[src/rtl/pos_seq.sv]
// Position sequencer: steps through a writable table of positions on each
// change pulse, with loop, one-shot and ping-pong playback.
module pos_seq #(
    parameter int WIDTH       = 10,
    parameter int DEPTH       = 32,
    parameter int RESET_VALUE = 80,
    localparam int AW         = (DEPTH > 1) ? $clog2(DEPTH) : 1
) (
    input  logic             clk,
    input  logic             rst,
    input  logic             en,
    input  logic             change,
    input  logic             restart,
    input  logic [1:0]       mode,
    input  logic [AW-1:0]    len,
    input  logic             wr_en,
    input  logic [AW-1:0]    wr_addr,
    input  logic [WIDTH-1:0] wr_data,
    output logic [WIDTH-1:0] o_signal,
    output logic [AW-1:0]    o_index,
    output logic             o_dir,
    output logic             o_wrap,
    output logic             o_done
);

    typedef enum logic [1:0] {
        S_IDLE = 2'd0,
        S_RUN  = 2'd1,
        S_DONE = 2'd2
    } state_t;

    localparam logic [AW-1:0] LAST = AW'(DEPTH - 1);

    state_t            state_q, state_d;
    logic [AW-1:0]     index_q, index_d;
    logic              dir_q, dir_d;
    logic              wrap_q, wrap_d;
    logic [WIDTH-1:0]  table_q [DEPTH];
    logic [DEPTH-1:0]  wr_sel;
    logic [AW-1:0]     len_c;
    logic              at_end;

    // Out-of-range write addresses match no entry and are dropped.
    for (genvar gi = 0; gi < DEPTH; gi++) begin : g_wr_sel
        assign wr_sel[gi] = wr_en && (wr_addr == AW'(gi));
    end

    // The table is a register file because reset must clear every entry.
    always_ff @(posedge clk) begin
        for (int i = 0; i < DEPTH; i++) begin
            if (rst) begin
                table_q[i] <= '0;
            end else if (wr_sel[i]) begin
                table_q[i] <= wr_data;
            end
        end
    end

    assign len_c  = (len > LAST) ? LAST : len;
    assign at_end = (index_q >= len_c);

    always_comb begin
        state_d = state_q;
        index_d = index_q;
        dir_d   = dir_q;
        wrap_d  = 1'b0;
        if (restart) begin
            index_d = '0;
            dir_d   = 1'b0;
            state_d = en ? S_RUN : S_IDLE;
        end else begin
            case (state_q)
                S_IDLE: begin
                    if (en) begin
                        state_d = S_RUN;
                        index_d = '0;
                        dir_d   = 1'b0;
                    end
                end
                S_RUN: begin
                    if (en && change) begin
                        case (mode)
                            2'd1: begin
                                dir_d = 1'b0;
                                if (at_end) begin
                                    state_d = S_DONE;
                                    wrap_d  = 1'b1;
                                end else begin
                                    index_d = index_q + AW'(1);
                                end
                            end
                            2'd2: begin
                                if (!dir_q) begin
                                    if (at_end) begin
                                        dir_d   = 1'b1;
                                        wrap_d  = 1'b1;
                                        index_d = (index_q == '0) ? '0 : index_q - AW'(1);
                                    end else begin
                                        index_d = index_q + AW'(1);
                                    end
                                end else if (index_q != '0) begin
                                    // Descending past a shrunk len keeps going down to 0.
                                    index_d = index_q - AW'(1);
                                end else begin
                                    dir_d   = 1'b0;
                                    wrap_d  = 1'b1;
                                    index_d = (len_c == '0) ? '0 : AW'(1);
                                end
                            end
                            default: begin
                                dir_d = 1'b0;
                                if (at_end) begin
                                    index_d = '0;
                                    wrap_d  = 1'b1;
                                end else begin
                                    index_d = index_q + AW'(1);
                                end
                            end
                        endcase
                    end
                end
                S_DONE: begin
                    if (!en) begin
                        state_d = S_IDLE;
                        index_d = '0;
                        dir_d   = 1'b0;
                    end
                end
                default: begin
                    state_d = S_IDLE;
                    index_d = '0;
                    dir_d   = 1'b0;
                end
            endcase
        end
    end

    always_ff @(posedge clk) begin
        if (rst) begin
            state_q <= S_IDLE;
            index_q <= '0;
            dir_q   <= 1'b0;
            wrap_q  <= 1'b0;
        end else begin
            state_q <= state_d;
            index_q <= index_d;
            dir_q   <= dir_d;
            wrap_q  <= wrap_d;
        end
    end

    assign o_signal = (state_q == S_IDLE) ? WIDTH'(RESET_VALUE) : table_q[index_q];
    assign o_index  = index_q;
    assign o_dir    = dir_q;
    assign o_wrap   = wrap_q;
    assign o_done   = (state_q == S_DONE);

endmodule
[config.mk]
export PLATFORM = sky130hd
export DESIGN_NAME = pos_seq
export DESIGN_NICKNAME = d
export VERILOG_FILES = /design/src/rtl/pos_seq.sv
export SDC_FILE = /design/constraint.sdc
export NUM_CORES = 1
export LEC_CHECK = 0
export CORE_MARGIN = 2
export CORE_UTILIZATION = 35
export CTS_BUF_LIST = sky130_fd_sc_hd__clkbuf_8
export DETAILED_ROUTE_END_ITERATION = 16
export PLACE_DENSITY = 0.62
export SLEW_MARGIN = 20
export SYNTH_ARGS = -nofsm -noshare
export SYNTH_HDL_FRONTEND = slang
export SYNTH_SLANG_ARGS = --single-unit
[constraint.sdc]
create_clock -name clk -period 5.1 [get_ports clk]
set_input_delay 0.765 -clock clk [delete_from_list [all_inputs] [get_ports clk]]
set_output_delay 0.765 -clock clk [all_outputs]
set_load 0.01 [all_outputs]
== Word level (Yosys, flattened, before mapping) ==
Memories as Yosys holds them, arrays and structs flattened. A register that Yosys moved wholly into a read port is not among the register bits.
Cells that the tools add are included.
Word-level totals
  flip-flop bits (word level): 9
  RAM bits: 320
  input bits: 28
  word-level logic and storage cells: 295
  memories kept: 1
Operators by class
  add/subtract/negate cells: 2
  magnitude comparators: 2
  equal/unequal tests: 44
  muxes and demuxes: 165
  bitwise operators: 34
  reduce and logical (&&, ||, !) cells: 43
Memory list
  table_q: words 32, width 10, rd ports 1, clocked after memory_dff 1, write ports 32, line 38  | logic [WIDTH-1:0] table_q [DEPTH];
Operators with widths (count)
  10-bit 2-to-1 mux: 33
  1-bit 2-to-1 mux: 110
  5-bit equality test, second input constant: 16
  5-bit 2-to-1 mux: 12
  5-bit by 4-bit equality test with 1-bit output, second input constant: 8
  1-bit logical AND: 33
  1-bit bitwise OR: 32
  5-bit by 3-bit equality test with 1-bit output, second input constant: 4
  3-bit inequality test, second input constant: 6
  5-bit logical NOT: 3
  5-bit case mux with 3 select lines: 1
  2-bit 2-to-1 mux: 6
  5-bit by 2-bit equality test with 1-bit output, second input constant: 2
  5-bit case mux with 2 select lines: 1
  2-bit inequality test, second input constant: 3
  2-bit case mux with 3 select lines: 1
  5-bit by 1-bit adder with 5-bit output, second input constant: 1
  5-bit by 1-bit equality test with 1-bit output, second input constant: 1
  5-bit >= comparator: 1
  5-bit > comparator, second input constant: 1
  5-bit AND reduction: 1
  5-bit nonzero test: 1
  5-bit by 1-bit subtractor with 5-bit output, second input constant: 1
  2-bit by 1-bit equality test with 1-bit output, second input constant: 2
  8 further kinds: 10

== Longest topological paths before layout ==
Gate-level depths: netlist of the first run.
  depth in word-level cells: 11
  mapped depth: 8
  depth with buffers taken out: 8

== Worst setup path after synthesis of the first run ==
No wires, ideal clock.
  path kind: input to register
  from: input port wr_addr[1]
  to: memory table_q[16][0], enable pin
  arrival time: 2.034 ns
  required time: 4.709 ns
  path slack: 2.675 ns
  stages on the path: 3
  path buffers: 1
  path through: or2_2 > clkbuf_1 > o21ai_0
RTL lines
  start, declared: line 17  | input logic [AW-1:0] wr_addr,
  end, declared: line 38

==> results.yml, run 1 <==
status:
  outcome: "completed"
min_path:
  hp-class: "flip-flop to flip-flop"
  holdPathStages: 1
  min-delay-start: "o_index[1]"
yosys:
  synth.distinct_cells: 51
  synth_top_area_share_pct: 60.79
  synth_enable_flop_cells: 320
  synthFlopType: "edfxtp_1"
  synth.largest_area_cell: "edfxtp_1"
  synth_seq_cells: 334
  ys_warn_count: 0
  synthesis.area_um2: 15810
  synthTopCellsByArea: "edfxtp_1 (61%), and2_1 (12%), mux4_2 (9.0%)"
  yosysSeqAreaShare_pct: 62.57
  synth-async-reset-ratio_pct: 0
  synthCells: 1095
  synth_nets: 1132
  syn_avg_cell_area_um2: 14.44
power_and_ir_drop:
  pwr-share-clk_pct: 37.4
  power_switching_mw: 1.327
  pwr-share-seq_pct: 56.7
  leakage_nw: 6.142
  p_sw_share_pct: 23.56
  cellInternalPower_mw: 4.304
  peakVddDrop_mv: 0.1436
  power_frac_comb_pct: 5.9
  power.density_nw_per_um2: 315.4
grt:
  grt_use_total_pct: 17.24
  grt_remaining_overflow: 0
  met3_usage_pct: 3.046
  grt_use_met1_pct: 23.09
  use_met2_pct: 28.39
  grt_max_degree: 69
  grt_pass1_vias: 9541
  antenna_found_initial: 0
  busiest_layer: "met2"
  grt_pass1_wl_um: 60190
placed_design:
  dpl_worst_slack_ns: 1.355
  finalWeightedCongestion: 0.8174
  hpwl_um: 25160
  portBuffers: 45
run:
  drv_cap: 0
setup_path:
  rr_startpoint: "o_index[2]"
  crit_path_end_kind: "primary output"
  critPathArrivalTime_ns: 3.59
  critical_path_class: "flip-flop to primary output"
  cp_max_fo: 36
  critPathRequiredTime_ns: 4.34
  ff2ff_path_depth: 7
  r2r_slack_ns: 2.79
  critPathLaunchType: "flip-flop"
detailed_routing:
  vias: 9493
  ant_nets: 0
  wl_per_cell_um: 22.55
  vias_per_cell: 5.286
  drt_pass1_iterations: 5
  post-route-drc-count: 0
  drt-total-wl_um: 40500
  drtIter0Drc: 1010
clocking:
  clk-insertion-delay-late_ns: 0.61
  hold_buffers: 0
  cts.sinks: 334
  numCtsBuffers: 54
  cts_tree: "done"
  ctsResizeCount: 0
  path_clk_slew_ns: 0.06
  root_buffer: "clkbuf_8"
  cts_buffer_depth: 3
  htree_levels: 2
  post-cts-setup-buffers: 0
floorplanning:
  ioPinCount: 46
  die_h_um: 216.5
  dieArea_um2: 46880
  num_rows: 77
  coreArea_um2: 44410
  start_util_pct: 35.59
  die_w_um: 216.5
final_layout:
  antennaDiodeCount: 0
  area_growth_pct: 12.95
  drive_gt1_share_pct: 14.78
  nets: 1198
sta:
  rsz0062_at_grt: "false"
  relSlewSlack_pct: 30.83
  hold_violations: 0
  fmax_ghz: 0.2297
  fin_tns_setup_ns: 0
  finalCriticalPeriod_ns: 4.353
  worstMarginPinSlew_ns: 1.038
  postLayoutSetupSlackWorst_ns: 0.7470
  setup_viol: 0
  skew_ns: 0.01715
  drv_slew: 0
  fin_crit_sh_pct: 85.35
## synthesized netlist by cell type, drive strengths merged (14+ instances only)
cell type    n
nand2       49
o21ai       26
a22oi       21
and2       304
clkbuf      49
mux4        80
inv         14
edfxtp     320
and3        21
nor2        50
buf         23
dfxtp       14
## power groups by stage
stage / sequential (mW) / clock (mW) / combinational, mW
after global placement: 3.25 / 0 / 0.333
final: 3.19 / 2.10 / 0.334
after CTS: 3.19 / 2.13 / 0.337
after floorplan: 3.22 / 0 / 0.193
after detailed placement: 3.25 / 0 / 0.336
after global routing: 3.20 / 2.24 / 0.358
## layout make-up
type                    instances  area [um2]
multi-input cells             675        5504
clock inverters                45       212.7
flip-flops and latches        334        9897
clock buffers                  54       743.2
inverters                      14       52.55
well taps                     592       740.7
repair buffers                 82       703.2
fillers                      4074       26560
## critical path: stages, from the launching register on
cell and delay [ns]:
dfxtp_4 0.84, buf_4 0.35, mux4_1 0.56, mux2i_1 0.31
a221o_1 0.29, a31oi_1 0.07, clkdlybuf4s50_1 0.52
## sequential cells by signal, summed over array words and instances, names as in the netlist, named ones only
register,flops
table_q,320
o_index,5
o_dir,1
o_wrap,1
state_q,2
## worst max-delay path by stage
stage                     startpoint        endpoint  cells past startpoint
after floorplan           wr_addr[1]  table_q[16][0]                      3
after global placement     flip-flop     o_signal[0]                      6
after detailed placement   flip-flop     o_signal[1]                      6
after CTS                  flip-flop     o_signal[8]                      6
after global routing       flip-flop     o_signal[4]                      7
final                      flip-flop     o_signal[8]                      6
## kinds of logic after synthesis
kind of cell | count (synthesis) | synth area share (%)
AND/OR/NAND/NOR | 466 | 16.78
flip-flops | 334 | 62.57
AO/OA/AOI/OAI | 106 | 4.631
multiplexers | 91 | 12.51
buffers and inverters | 86 | 2.628
adder cells (fa/ha/maj) | 9 | 0.7124
XOR/XNOR | 3 | 0.1663
## stage by stage
stage                     util (%)  power, mW  cells  area, um2  hold WS, ns
final                        40.20      5.631   1796      17850       0.6118
after global routing         40.20      5.797   1796      17850       0.6533
after detailed placement     38.09      3.587   1697      16920       0.5961
after CTS                    40.24      5.659   1796      17870       0.6100
after global placement       38.10      3.578   1697      16920       0.5959
after floorplan                  -      3.417   1095      15810       0.5560
## layer usage
metal	part of all wire, %	up-vias
li1	-	4211
met1	42	4849
met2	49	365
met3	6.4	68
met4	2.9	0
met5	0	-
## layout by cell type (no fill, tap or decap), types with 2 or more instances in the layout
cell type and n:
a211o_1 9, a21o_1 2, a21oi_1 8, a221oi_1 2, a22o_1 3, a22oi_1 21
a31oi_1 11, a41oi_1 2, and2_1 304, and3_1 21, buf_2 5, buf_4 37
clkbuf_8 54, clkdlybuf4s50_1 40, clkinv_1 17, clkinv_2 4, clkinvlp_4 2, dfxtp_1 12
dfxtp_4 2, edfxtp_1 320, ha_1 9, inv_1 34, mux2_2 2, mux2i_1 9
mux4_1 17, mux4_2 63, nand2_1 49, nand2b_1 11, nand3_1 9, nor2_1 49
nor2b_1 9, nor3_1 7, o21ai_0 22, o21ai_1 3, o22ai_1 11, o31ai_1 2
or2_2 2, xnor2_1 3
(Power assumes the default switching activity.)
==> inputs of run 2 (changes only) <==
- SLEW_MARGIN: 20 -> 25
==> results.yml, run 2 (synthesis results as in run 1) <==
floorplanning:
  die_h_um: 216.5
  coreArea_um2: 44410
  die_w_um: 216.5
  dieArea_um2: 46880
  start_util_pct: 35.59
  ioPinCount: 46
  num_rows: 77
sta:
  relSlewSlack_pct: 32.51
  drv_slew: 0
  worstMarginPinSlew_ns: 1.012
  fmax_ghz: 0.2304
  whs_ns: 0.6133
  setup_viol: 0
  postLayoutSetupSlackWorst_ns: 0.7593
  fin_tns_setup_ns: 0
  fin_crit_sh_pct: 85.11
  finalCriticalPeriod_ns: 4.341
  hold_violations: 0
  skew_ns: 0.01502
  rsz0062_at_grt: "false"
grt:
  grt_pass1_vias: 9559
  antenna_found_initial: 0
  grt_max_degree: 69
  grt_use_total_pct: 17.17
  grt_remaining_overflow: 0
  grt_pass1_wl_um: 59890
setup_path:
  critPathArrivalTime_ns: 3.58
  critical_path_class: "flip-flop to primary output"
  cp_top_family: "multiplexers"
  cp_max_fo: 36
  path_buf_inv: 2
  r2r_slack_ns: 2.77
  ff2ff_path_depth: 7
  critPathMaxStageDelay_ns: 0.87
  crit_chain: "buf_4 > mux4_1 > mux2i_1 > a221o_1 > a31oi_1 > clkdlybuf4s50_1"
  critPathRequiredTime_ns: 4.34
  critPathLaunchType: "flip-flop"
  crit_path_end_kind: "primary output"
  rr_startpoint: "o_index[2]"
  slowest_stage: "dfxtp_4"
clocking:
  cts_tree: "done"
  clk-insertion-delay-late_ns: 0.59
  htree_levels: 2
  numCtsBuffers: 55
  hold_buffers: 0
  ctsResizeCount: 0
  cts.sinks: 334
  path_clk_slew_ns: 0.06
  post-cts-setup-buffers: 0
  root_buffer: "clkbuf_8"
  cts_buffer_depth: 3
final_layout:
  drive_gt1_share_pct: 14.70
  largest_reg_flops: 320
  final_cell_mix: "edfxtp_1 (320), and2_1 (304), mux4_2 (63), clkbuf_8 (57)"
  nets: 1199
  regMostFlops: "table_q"
  finish.utilization_pct: 40.18
  antennaDiodeCount: 0
  final_common_cell: "edfxtp_1"
  area_growth_pct: 12.89
power_and_ir_drop:
  p_sw_share_pct: 23.15
  leakage_nw: 6.153
  pwr-share-clk_pct: 36.9
  power_frac_comb_pct: 6.0
  peakVddDrop_mv: 0.1609
  pwr-share-seq_pct: 57.1
  power.density_nw_per_um2: 313.2
  power_switching_mw: 1.294
  cellInternalPower_mw: 4.295
status:
  outcome: "completed"
run:
  drv_cap: 0
placed_design:
  hpwl_um: 25190
  portBuffers: 45
  finalWeightedCongestion: 0.8174
  dpl_worst_slack_ns: 1.359
min_path:
  hp-class: "flip-flop to flip-flop"
  min-delay-start: "o_index[4]"
  holdPathStages: 1
detailed_routing:
  drt_pass1_iterations: 5
  wl_per_cell_um: 22.42
  drt-total-wl_um: 40280
  post-route-drc-count: 0
  vias_per_cell: 5.207
  drtIter0Drc: 966
  ant_nets: 0
  vias: 9352
## run 2: worst max-delay path by stage
| stage | cells after the start | from | end | slack [ns] |
|---|---|---|---|---|
| final | 6 | flip-flop | o_signal[8] | 0.76 |
| after global routing | 7 | flip-flop | o_signal[4] | 0.45 |
| after CTS | 7 | flip-flop | o_signal[6] | 0.71 |
| after detailed placement | 7 | flip-flop | o_signal[6] | 1.36 |
| after global placement | 6 | flip-flop | o_signal[0] | 1.36 |
| after floorplan | 3 | wr_addr[1] | table_q[16][0] | 2.67 |
## run 2: worst register-to-register path, cell delays in order, from the launching register on
cell	delay [ns]
dfxtp_1	0.53
ha_1	0.31
a21oi_1	0.17
o21ai_2	0.11
a311oi_4	0.48
mux2_2	0.39
a21oi_1	0.14
o2bb2ai_1	0.08
## run 2: per-stage QoR
stage               cells  power [mW]  cell area, um2
finish               1796       5.589           17840
detailed placement   1697       3.586           16900
floorplan            1095       3.417           15810
global placement     1697       3.578           16920
CTS                  1796       5.625           17850
global route         1796       5.765           17840
## run 2: final cells by class
| type | count | area, um2 |
|---|---|---|
| Fill cell | 4024 | 26570 |
| Inverter | 14 | 52.55 |
| Clock inverter | 42 | 162.7 |
| Sequential cell | 334 | 9897 |
| Multi-Input combinational cell | 675 | 5504 |
| Timing Repair Buffer | 82 | 703.2 |
| Clock buffer | 57 | 784.5 |
| Tap cell | 592 | 740.7 |
## run 2: power by group through the flow
stage          combinational [mW]  sequential (mW)  clock (mW)
6_report                    0.333             3.19        2.06
5_1_grt                     0.357             3.20        2.20
4_1_cts                     0.336             3.19        2.09
3_5_place_dp                0.335             3.25           0
3_3_place_gp                0.333             3.25           0
2_1_floorplan               0.193             3.22           0
## run 2: routing by layer
layer	up-vias	global-route usage (%)	wire (um)
met5	-	0	0
met4	0	5.708	1049
met3	68	2.807	2354
met2	341	28.66	19520
met1	4733	22.83	17350
li1	4210	-	-
==> inputs of run 3 (changes only) <==
- PLACE_DENSITY: 0.62 -> 0.56
==> results.yml, run 3 (synthesis results as in run 1) <==
status:
  outcome: "completed"
setup_path:
  cp_max_fo: 39
  critPathLaunchType: "flip-flop"
  crit_chain: "buf_12 > mux4_1 > mux2i_1 > a211o_1 > a31oi_1 > clkdlybuf4s50_1"
  rr_startpoint: "o_index[0]"
  critical_path_class: "flip-flop to primary output"
  path_buf_inv: 2
  crit_path_end_kind: "primary output"
  cp_top_family: "buffers and inverters"
  critPathArrivalTime_ns: 3.47
  slowest_stage: "dfxtp_4"
  ff2ff_path_depth: 8
  critPathRequiredTime_ns: 4.34
  critPathMaxStageDelay_ns: 0.66
  r2r_slack_ns: 2.77
grt:
  antenna_found_initial: 0
  grt_use_total_pct: 17.48
  grt_remaining_overflow: 0
  grt_pass1_wl_um: 60590
  grt_pass1_vias: 9420
  grt_max_degree: 53
final_layout:
  num-fill-cells: 4059
  final_common_cell: "edfxtp_1"
  final_cell_mix: "edfxtp_1 (320), and2_1 (304), mux4_2 (63), clkbuf_8 (54), nor2_1 (50)"
  drive_gt1_share_pct: 14.23
  largest_reg_flops: 320
  regMostFlops: "table_q"
  seqCellArea_um2: 9897
  nets: 1195
  area_growth_pct: 12.92
  multi_input_area_um2: 5502
detailed_routing:
  vias: 9221
  ant_nets: 0
  drt_pass1_iterations: 6
  drt-total-wl_um: 40660
  vias_per_cell: 5.157
  post-route-drc-count: 0
  wl_per_cell_um: 22.74
  drtIter0Drc: 904
clocking:
  post-cts-setup-buffers: 0
  htree_levels: 2
  ctsResizeCount: 0
  hold_buffers: 0
  root_buffer: "clkbuf_8"
  cts_tree: "done"
  cts.sinks: 334
  path_clk_slew_ns: 0.06
  clk-insertion-delay-late_ns: 0.61
  cts_buffer_depth: 3
  numCtsBuffers: 54
floorplanning:
  coreArea_um2: 44410
  die_w_um: 216.5
  die_h_um: 216.5
  num_rows: 77
  start_util_pct: 35.59
  ioPinCount: 46
  dieArea_um2: 46880
sta:
  whs_ns: 0.6164
  relSlewSlack_pct: 30.18
  worstMarginPinSlew_ns: 1.043
  fmax_ghz: 0.2361
  skew_ns: 0.01717
  finalCriticalPeriod_ns: 4.236
  drv_slew: 0
  postLayoutSetupSlackWorst_ns: 0.8638
  rsz0062_at_grt: "false"
  hold_violations: 0
  fin_tns_setup_ns: 0
  fin_crit_sh_pct: 83.06
  setup_viol: 0
min_path:
  min-delay-start: "o_index[1]"
  hp-class: "flip-flop to flip-flop"
  holdPathStages: 1
power_and_ir_drop:
  power.density_nw_per_um2: 312.2
  peakVddDrop_mv: 0.1946
  leakage_nw: 6.119
placed_design:
  hpwl_um: 25020
  finalWeightedCongestion: 0.8216
  portBuffers: 45
  dpl_worst_slack_ns: 1.401
run:
  drv_cap: 0
-- run 3: per-layer routing --
metal	global-route usage [%]	vias up	part of all wire (%)
met2	28.49	291	47
met3	2.639	77	5.4
li1	-	4208	-
met4	6.119	0	3.0
met1	23.86	4645	44
met5	0	-	0
-- run 3: worst max-delay path by stage --
| stage | startpoint | endpoint | depth (start not counted) |
|---|---|---|---|
| after CTS | flip-flop | o_signal[4] | 7 |
| final | flip-flop | o_signal[7] | 6 |
| after global placement | wr_addr[4] | table_q[3][4] | 6 |
| after floorplan | wr_addr[1] | table_q[16][0] | 3 |
| after global routing | flip-flop | o_signal[4] | 7 |
| after detailed placement | wr_addr[4] | table_q[1][2] | 6 |
-- run 3: worst reg2reg max path, cell delays in order, from the launching register on --
cell and delay, ns:
dfxtp_1 0.49, inv_1 0.11, ha_1 0.28, nor2b_1 0.14
o21ai_2 0.11, a311oi_4 0.47, mux2_2 0.39, a21oi_1 0.14
o2bb2ai_1 0.08
-- run 3: per-stage QoR --
step / total power, mW / cell area [um2] / std cells / utilization, %
floorplan: 3.417 / 15810 / 1095 / -
global placement: 3.584 / 16940 / 1694 / 38.13
detailed placement: 3.591 / 16930 / 1694 / 38.12
CTS: 5.631 / 17850 / 1787 / 40.18
global route: 5.771 / 17850 / 1787 / 40.18
finish: 5.573 / 17850 / 1788 / 40.19
-- run 3: power by group --
part | switching, mW | internal, mW
clock network | 1.06 | 0.987
logic | 0.217 | 0.126
registers | 0.0421 | 3.15
-- run 3: final cells by class --
cell class	count	area share, %
antenna	1	0.01402
timing repair buffer	79	4.136
multi-input combinational	675	30.82
tap	592	4.150
clock inverter	39	0.9674
clock buffer	54	4.164
sequential	334	55.45
inverter	14	0.2944
